File: src/rtl/transceiver.sv
// Weather-station radio front end: hour-of-day counter, daily transmit window,
// and registered 3-bit weather symbol driven only while the window is open.
module transceiver #(
  parameter int CYCLES_PER_HOUR = 100,
  parameter int RESET_HOUR      = 0,
  parameter int EN_START        = 6,
  parameter int EN_END          = 22,
  parameter int HOT_T           = 35,
  parameter int COLD_T          = 5,
  parameter int HUMID_H         = 50,
  parameter int WIND_W          = 20
) (
  input  logic       clk,
  input  logic       rst,
  input  logic [5:0] temperature,
  input  logic [5:0] humidity,
  input  logic [4:0] wind,
  output logic [4:0] current_hour,
  output logic       enable_transceiver,
  output logic [2:0] signal
);

  localparam int PW = $clog2(CYCLES_PER_HOUR);
  localparam logic [PW-1:0] TC_V  = PW'(CYCLES_PER_HOUR - 1);
  localparam logic [4:0] RST_HOUR = 5'(RESET_HOUR);
  localparam logic [4:0] START_V  = 5'(EN_START);
  localparam logic [4:0] END_V    = 5'(EN_END);
  localparam logic [5:0] HOT_V    = 6'(HOT_T);
  localparam logic [5:0] COLD_V   = 6'(COLD_T);
  localparam logic [5:0] HUMID_V  = 6'(HUMID_H);
  localparam logic [4:0] WIND_V   = 5'(WIND_W);

  logic [PW-1:0] presc_q, presc_d;
  logic [4:0]    hour_q, hour_d;
  logic          en_q, en_d;
  logic [2:0]    sig_q, sig_d;
  logic [2:0]    cls;
  logic          tc;

  function automatic logic win(input logic [4:0] h);
    return (h >= START_V) && (h < END_V);
  endfunction

  always_comb begin
    cls = 3'b001;
    if ((wind >= WIND_V) && (humidity >= HUMID_V)) cls = 3'b110;
    else if (wind >= WIND_V)                       cls = 3'b101;
    else if (humidity >= HUMID_V)                  cls = 3'b100;
    else if (temperature >= HOT_V)                 cls = 3'b010;
    else if (temperature <= COLD_V)                cls = 3'b011;
  end

  // Enable and symbol follow the window of the hour being loaded this edge,
  // so enable never lags current_hour.
  always_comb begin
    tc      = (presc_q == TC_V);
    presc_d = tc ? '0 : presc_q + PW'(1);
    hour_d  = hour_q;
    if (tc) hour_d = (hour_q == 5'd23) ? '0 : hour_q + 5'd1;
    en_d    = win(hour_d);
    sig_d   = en_d ? cls : '0;
  end

  always_ff @(posedge clk) begin
    if (rst) begin
      presc_q <= '0;
      hour_q  <= RST_HOUR;
      en_q    <= win(RST_HOUR);
      sig_q   <= '0;
    end else begin
      presc_q <= presc_d;
      hour_q  <= hour_d;
      en_q    <= en_d;
      sig_q   <= sig_d;
    end
  end

  always_comb begin
    current_hour       = hour_q;
    enable_transceiver = en_q;
    signal             = sig_q;
  end

endmodule

File: config.mk
export PLATFORM = sky130hd
export DESIGN_NAME = transceiver
export DESIGN_NICKNAME = d
export VERILOG_FILES = /design/src/rtl/transceiver.sv
export SDC_FILE = /design/constraint.sdc
export NUM_CORES = 1
export LEC_CHECK = 0
export ABC_AREA = 1
export BUFFER_PORTS_ARGS = -buffer_cell sky130_fd_sc_hd__buf_2
export CELL_PAD_IN_SITES_DETAIL_PLACEMENT = 1
export CELL_PAD_IN_SITES_GLOBAL_PLACEMENT = 2
export CORE_AREA = 2 2 59 61
export CTS_CLUSTER_SIZE = 14
export DETAILED_ROUTE_END_ITERATION = 8
export DIE_AREA = 0 0 61 63
export PLACE_DENSITY_LB_ADDON = 0.1
export SLEW_MARGIN = 20
export SYNTH_ARGS = -nofsm -noshare
export SYNTH_HDL_FRONTEND = slang
export SYNTH_SLANG_ARGS = --single-unit
File: constraint.sdc
create_clock -name clk -period 1.9 [get_ports clk]
set_input_delay 0 -clock clk [delete_from_list [all_inputs] [get_ports clk]]
set_output_delay 0 -clock clk [all_outputs]
set_load 0.05 [all_outputs]
==> summary.md, run 1 <==
| Metric | Value |
|---|---|
| Outcome | `completed` |
| Pwr dens | `just over 600 nW/um^2` |
| Core area | `3230 um^2` |
| CP endpoint kind | `flop` |
| Antenna violations before repair | `0` |
| Slew Viols, Final | `0` |
| Worst skew pair latency | `0.29 ns` |
| Simple-gate share of the synthesized area | `0.422` |
| Required @ worst endpoint | `2.09 ns` |
| Total power | `0.619 mW` |
| Synth Instances | `108` |
| CP Class | `flop to flop` |
| DRT met1 WL | `839 um` |
| Met2 wire length | `940 um` |
| First-pass GRT wire length | `3400 um` |
| TNS Setup | `0 ns` |
| Gp weighted congestion | `0.708` |
| Post-CTS sizing | `0` |
| Area leader, netlist | `dfxtp_1` |
| Die Footprint | `3840 um^2` |
| Unrepaired setup endpoints after global routing | `no` |
| Hold Path Class | `input pin to flop` |
| Die width | `61 um` |
| Antenna Violating Nets Remaining | `0` |
| Fillcell total | `425` |
| H-tree depth | `1` |
| GRT Resource Usage Total | `0.117` |
| Initial Utilization | `0.242` |
| Yosys top cell area share | `0.410` |
| Leak | `approximately 0.49 nW` |
| Post-layout minimum cycle time | `1.51 ns` |
| Drt total wl | `1900 um` |
| Max VDD drop | `0.212 mV` |
| Register Area | `320 um^2` |
| Post-synthesis sequential area ratio | `0.410` |
| Proportion of synthesized area in mux cells | `0` |
| Clk_skew | `roughly 0.0048 ns` |
| Syn nets | `129` |
| Port Buf Inserts | `24` |
| Residual DRC | `0` |
| Vias in the first global route | `829` |
| Most common cell after layout, fill and taps aside | `buf_2` |
| Max Freq | `664 MHz` |
| Main combinational cell family by area after synthesis | `simple AND/OR/NAND/NOR gates` |
| CTS sink cnt | `16` |
| Post-Synth Adder-Cell Area | `0.0320` |
| Fin util | `0.311` |
| CP Launch Type | `flop` |
| Final hold violations | `0` |
| Arrival time worst endpoint | `1.69 ns` |
| DRT iter0 DRCs | `24` |
| DRT Pass-1 Iters | `4` |
| Average wire per standard cell | `10.4 um` |
| Ys Warns | `0` |
| Nets | `159` |
| Synth cell types | `24` |
| Cell Area, Synth | `between 700 and 800 um^2` |
| Critical Path Fanout Max | `5` |
| Largest cells by area after synthesis | `dfxtp_1, nand2_1, nor2_1` |
| Die height | `63 um` |
| Worst slew margin | `0.756` |
| Area Growth Syn to Fin | `28.6%` |
| Seq cells post-synth | `16` |
| DR WL met3 | `87 um` |
| Largest net degree at the start of global routing | `10` |
| DR vias | `781` |
| Total grt overflow | `0` |
| Max-cap viol count | `0` |
| Dpl cells | `178` |
| Top sig layer | `met4` |
| Compound-Gate Fraction of Synth Area | `0.0832` |
| Post-DP HPWL | `1550 um` |
| Vias/cell | `4.27` |
| Final period util | `0.792` |
| TritonCTS clock tree | `done` |
| Setup-failing EPs final | `0` |
| I/O Pins | `28` |
| Max Root-Sink Buffers | `2` |
| Xor/xnor share of the synthesized area | `0` |
| Ant diodes | `0` |
| Syn Area/Cell | `7.24 um^2` |
| TritonCTS buffer count | `3` |
| Final cell count without fillers | `183` |
| Layout cells sized above 1 | `0.299` |
| Commonest cells after routing, fill and taps aside | `buf_2, nand2_1, dfxtp_1` |
| Number of cell rows | `21` |
| Clk slew on worst S/H paths | `0.09 ns` |
| Area of the multi-input gates | `420 um^2` |
| Clock root cell | `clkbuf_4` |
| Tightest Pin Transition | `about 0.36 ns` |
synth_stat cells:
library cell / count
inv_1: 9
and2_1: 1
or2_2: 1
a211oi_1: 1
nor2_1: 14
nor2_4: 1
o31ai_1: 1
nor3_1: 1
nand2_4: 1
ha_1: 2
o21ai_0: 2
nand3b_1: 2
nand3_1: 9
nand4_1: 2
nand2_1: 23
and3_2: 1
inv_2: 1
nor3b_1: 2
or2_0: 1
dfxtp_1: 16
a21oi_1: 8
nor2_2: 1
clkinv_1: 1
nand2_2: 7
where the power goes:
part           internal [mW]  leakage (nW)  switching (mW)
combinational         0.0240         0.335          0.0248
sequential             0.340         0.129         0.00405
clock                  0.117        0.0210           0.109
total                  0.481         0.486           0.138
stage by stage:
stage          hold slack (ns)  area [um^2]  worst slack, ns
2_1_floorplan           0.0691          782            0.266
4_1_cts                 0.0155         1010            0.341
5_1_grt                 0.0305         1010            0.161
3_5_place_dp             0.260          960            0.352
6_report                0.0209         1010            0.395
3_3_place_gp             0.252          960            0.370
critical path, cell delays in order, from the launching register on:
cell and delay (ns):
dfxtp_1 0.37, ha_1 0.25, nand2_2 0.10, nor2_4 0.14, nand2_4 0.08, nand2_1 0.09, nand2_1 0.07, nand2_2 0.08
nand3_1 0.09, nand2_2 0.09, inv_1 0.04
kinds of logic after synthesis:
| logic type | after synthesis |
|---|---|
| adder cells (fa/ha/maj) | 2 |
| buffers and inverters | 11 |
| flip-flops | 16 |
| AND/OR/NAND/NOR | 67 |
| AO/OA/AOI/OAI | 12 |
path summary, 6_finish.rpt:
| check | start | end | slack [ns] | depth (start not counted) |
|---|---|---|---|---|
| min reg2reg | presc_q[0] | presc_q[0] | 0.47 | 1 |
| max | presc_q[0] | enable_transceiver | 0.39 | 10 |
| min | temperature[5] | signal[0] | 0.02 | 4 |
| max reg2reg | presc_q[0] | enable_transceiver | 0.39 | 10 |
what timing repair did:
action | in CTS | in global routing
hold buffers | 1 | 0
endpoints found under the hold margin | 4 | 0
buffers inserted | 0 | 0
sequential cells by signal, summed over array words and instances, names as in the netlist:
register            cells
current_hour            5
presc_q                 7
enable_transceiver      1
signal                  3
area by class of cell:
class | instances | share of cell area
Multi-Input combinational cell | 81 | 0.418
Sequential cell | 16 | 0.318
Timing Repair Buffer | 25 | 0.129
Tap cell | 46 | 0.0572
Inverter | 11 | 0.0410
Clock buffer | 4 | 0.0361
layer usage:
layer	vias to the layer above	track usage
met5	-	0
met4	0	0.0489
met3	4	0.0248
met2	18	0.196
met1	353	0.139
li1	406	-
(Power assumes the default switching activity.)
==> inputs of run 2 (changes only) <==
==> constraint.sdc (replaced) <==
create_clock -name clk -period 1.4 [get_ports clk]
set_input_delay 0 -clock clk [delete_from_list [all_inputs] [get_ports clk]]
set_output_delay 0 -clock clk [all_outputs]
set_load 0.05 [all_outputs]
==> summary.md, run 2 (same netlist as run 1, synthesis figures left out) <==
| Metric | Value |
|---|---|
| GRT Resource Usage Total | `0.123 (+0.00585)` |
| Final cell count without fillers | `193 (+5.5%)` |
| Clk slew on worst S/H paths | `0.09 ns (about the same)` |
| Ant diodes | `0 (unchanged)` |
| FF-to-FF Start | `presc_q[0]` |
| Hold Path Class | `input pin to flop` |
| Max-cap viol count | `0 (unchanged)` |
| Leak | `0.541 nW (+11%)` |
| Post-DP HPWL | `1610 um (+3.9%)` |
| Initial Utilization | `0.242 (unchanged)` |
| Die Footprint | `3840 um^2 (unchanged)` |
| Most common cell after layout, fill and taps aside | `buf_2` |
| Arrival time worst endpoint | `1.55 ns (-0.14 ns)` |
| Clk_skew | `0.0177 ns (+0.0129 ns)` |
| Tightest Pin Transition | `0.367 ns (+0.00359 ns)` |
| Vias in the first global route | `816 (-1.6%)` |
| Required @ worst endpoint | `1.58 ns (-0.51 ns)` |
| I/O Pins | `28 (unchanged)` |
| CP Launch Type | `flop` |
| Setup-failing EPs final | `0 (unchanged)` |
| Max VDD drop | `0.217 mV (+2.3%)` |
| Post-layout minimum cycle time | `1.37 ns (-0.134 ns)` |
| CTS sink cnt | `16 (unchanged)` |
| Nets | `169 (+6.3%)` |
| Drt total wl | `2070 um (+9.3%)` |
| Outcome | `completed` |
| CP endpoint kind | `flop` |
| Max reg flops | `7 (unchanged)` |
| DRT Pass-1 Iters | `3 (-1)` |
| Worst skew pair latency | `0.29 ns (about the same)` |
| Layout cells sized above 1 | `0.490 (+0.191)` |
| H-tree depth | `1 (unchanged)` |
| FF-to-FF setup slack | `0.03 ns (-0.37 ns)` |
| Worst setup path endpoint | `signal[1]` |
| Area Growth Syn to Fin | `50.9%` |
| DRT iter0 DRCs | `22 (-8.3%)` |
| Final hold violations | `0 (unchanged)` |
| Total grt overflow | `0 (unchanged)` |
| Critical Path Fanout Max | `4 (-1)` |
| Average wire per standard cell | `10.7 um (+3.6%)` |
| DR vias | `814 (+4.2%)` |
| Gp weighted congestion | `0.716 (+1.1%)` |
| Number of cell rows | `21 (unchanged)` |
| CP Class | `flop to flop` |
| Antenna violations before repair | `0 (unchanged)` |
| Hold depth | `4 (unchanged)` |
| Commonest cells after routing, fill and taps aside | `buf_2, nand2_1, nor2_1` |
| Vias/cell | `4.22 (-1.2%)` |
| Antenna Violating Nets Remaining | `0 (unchanged)` |
| Dpl cells | `185 (+3.9%)` |
| Die width | `61 um (unchanged)` |
| Max Freq | `729 MHz (+9.8%)` |
| Top reg by flops | `presc_q` |
| TritonCTS buffer count | `3 (unchanged)` |
| Port Buf Inserts | `24 (unchanged)` |
| Final period util | `0.979 (+0.187)` |
| Residual DRC | `0 (unchanged)` |
| Die height | `63 um (unchanged)` |
| Worst slew margin | `0.753 (-0.00241)` |
| Fin util | `0.365 (+0.0538)` |
| Largest net degree at the start of global routing | `10 (unchanged)` |
| Register-to-Register Path Depth | `10 (unchanged)` |
| First-pass GRT wire length | `3530 um (+3.9%)` |
| Unrepaired setup endpoints after global routing | `yes` |
| TritonCTS clock tree | `done` |
| TNS Setup | `0 ns (unchanged)` |
| Max Root-Sink Buffers | `2 (unchanged)` |
| Clock root cell | `clkbuf_4` |
| Slew Viols, Final | `0 (unchanged)` |
| Core area | `3230 um^2 (unchanged)` |
| Pwr dens | `689 nW/um^2 (+12%)` |
| Reg-to-Reg End | `signal[1]` |
| Crit path launch | `presc_q[0]` |
==> run 2: cell types whose count changed in the layout (fill, tap and decap cells not counted), sizes merged <==
cell  delta
buf     +10
==> run 2: worst max-delay path, cell delays in order (launching register included) <==
cell and delay [ns]:
dfxtp_2 0.36, ha_4 0.17, nand2_4 0.06, nor2_4 0.14, nand2_4 0.10, nand2_4 0.09, nand2_2 0.06, nand2_2 0.07
nand3_2 0.08, nand2_4 0.10, nor2_1 0.04
==> run 2: cell type report <==
class | count | area (um^2)
Fill cell | 406 | 2050
Multi-Input combinational cell | 81 | 515
Sequential cell | 16 | 333
Timing Repair Buffer | 35 | 205
Tap cell | 46 | 57.6
Inverter | 11 | 42.5
Clock buffer | 4 | 26.3
==> run 2: worst min path at each step <==
stage	start	to	slack, ns
CTS	temperature[5]	signal[0]	0.006
finish	temperature[5]	signal[0]	0.06
global route	temperature[5]	signal[0]	0.07
global placement	rst	current_hour[3]	0.24
detailed placement	rst	current_hour[3]	0.25
floorplan	rst	current_hour[1]	0.06
==> run 2: power breakdown <==
| group | internal (mW) | total (mW) | switching [mW] |
|---|---|---|---|
| Sequential | 0.459 | 0.466 | 0.00652 |
| Clock | 0.111 | 0.266 | 0.155 |
| Combinational | 0.0408 | 0.0809 | 0.0401 |
| Total | 0.611 | 0.812 | 0.202 |
==> run 2: per-stage QoR <==
stage / hold WS [ns] / instance area [um^2] / power [mW] / worst slack (ns)
floorplan: 0.0594 / 792 / 0.507 / 0.0258
global placement: 0.243 / 1020 / 0.540 / -0.0536
detailed placement: 0.249 / 1020 / 0.543 / -0.0710
CTS: 0.00592 / 1100 / 0.826 / 0.00569
global route: 0.0715 / 1180 / 0.863 / -0.0901
finish: 0.0588 / 1180 / 0.812 / 0.0292
==> run 2: timing repair <==
| item | CTS | global route |
|---|---|---|
| buffers inserted | 1 | 2 |
| hold buffers | 1 | 0 |
| hold endpoints to repair | 4 | 0 |
| setup endpoints to repair | 4 | 4 |
| resized for setup | 11 | 15 |
| pin swaps | 5 | 12 |
==> run 2: per-layer routing <==
metal | routed length, um | global-route usage
met1 | 892 | 0.149
met5 | 0 | 0
met4 | 18 | 0.0571
met3 | 71 | 0.0311
met2 | 1090 | 0.196
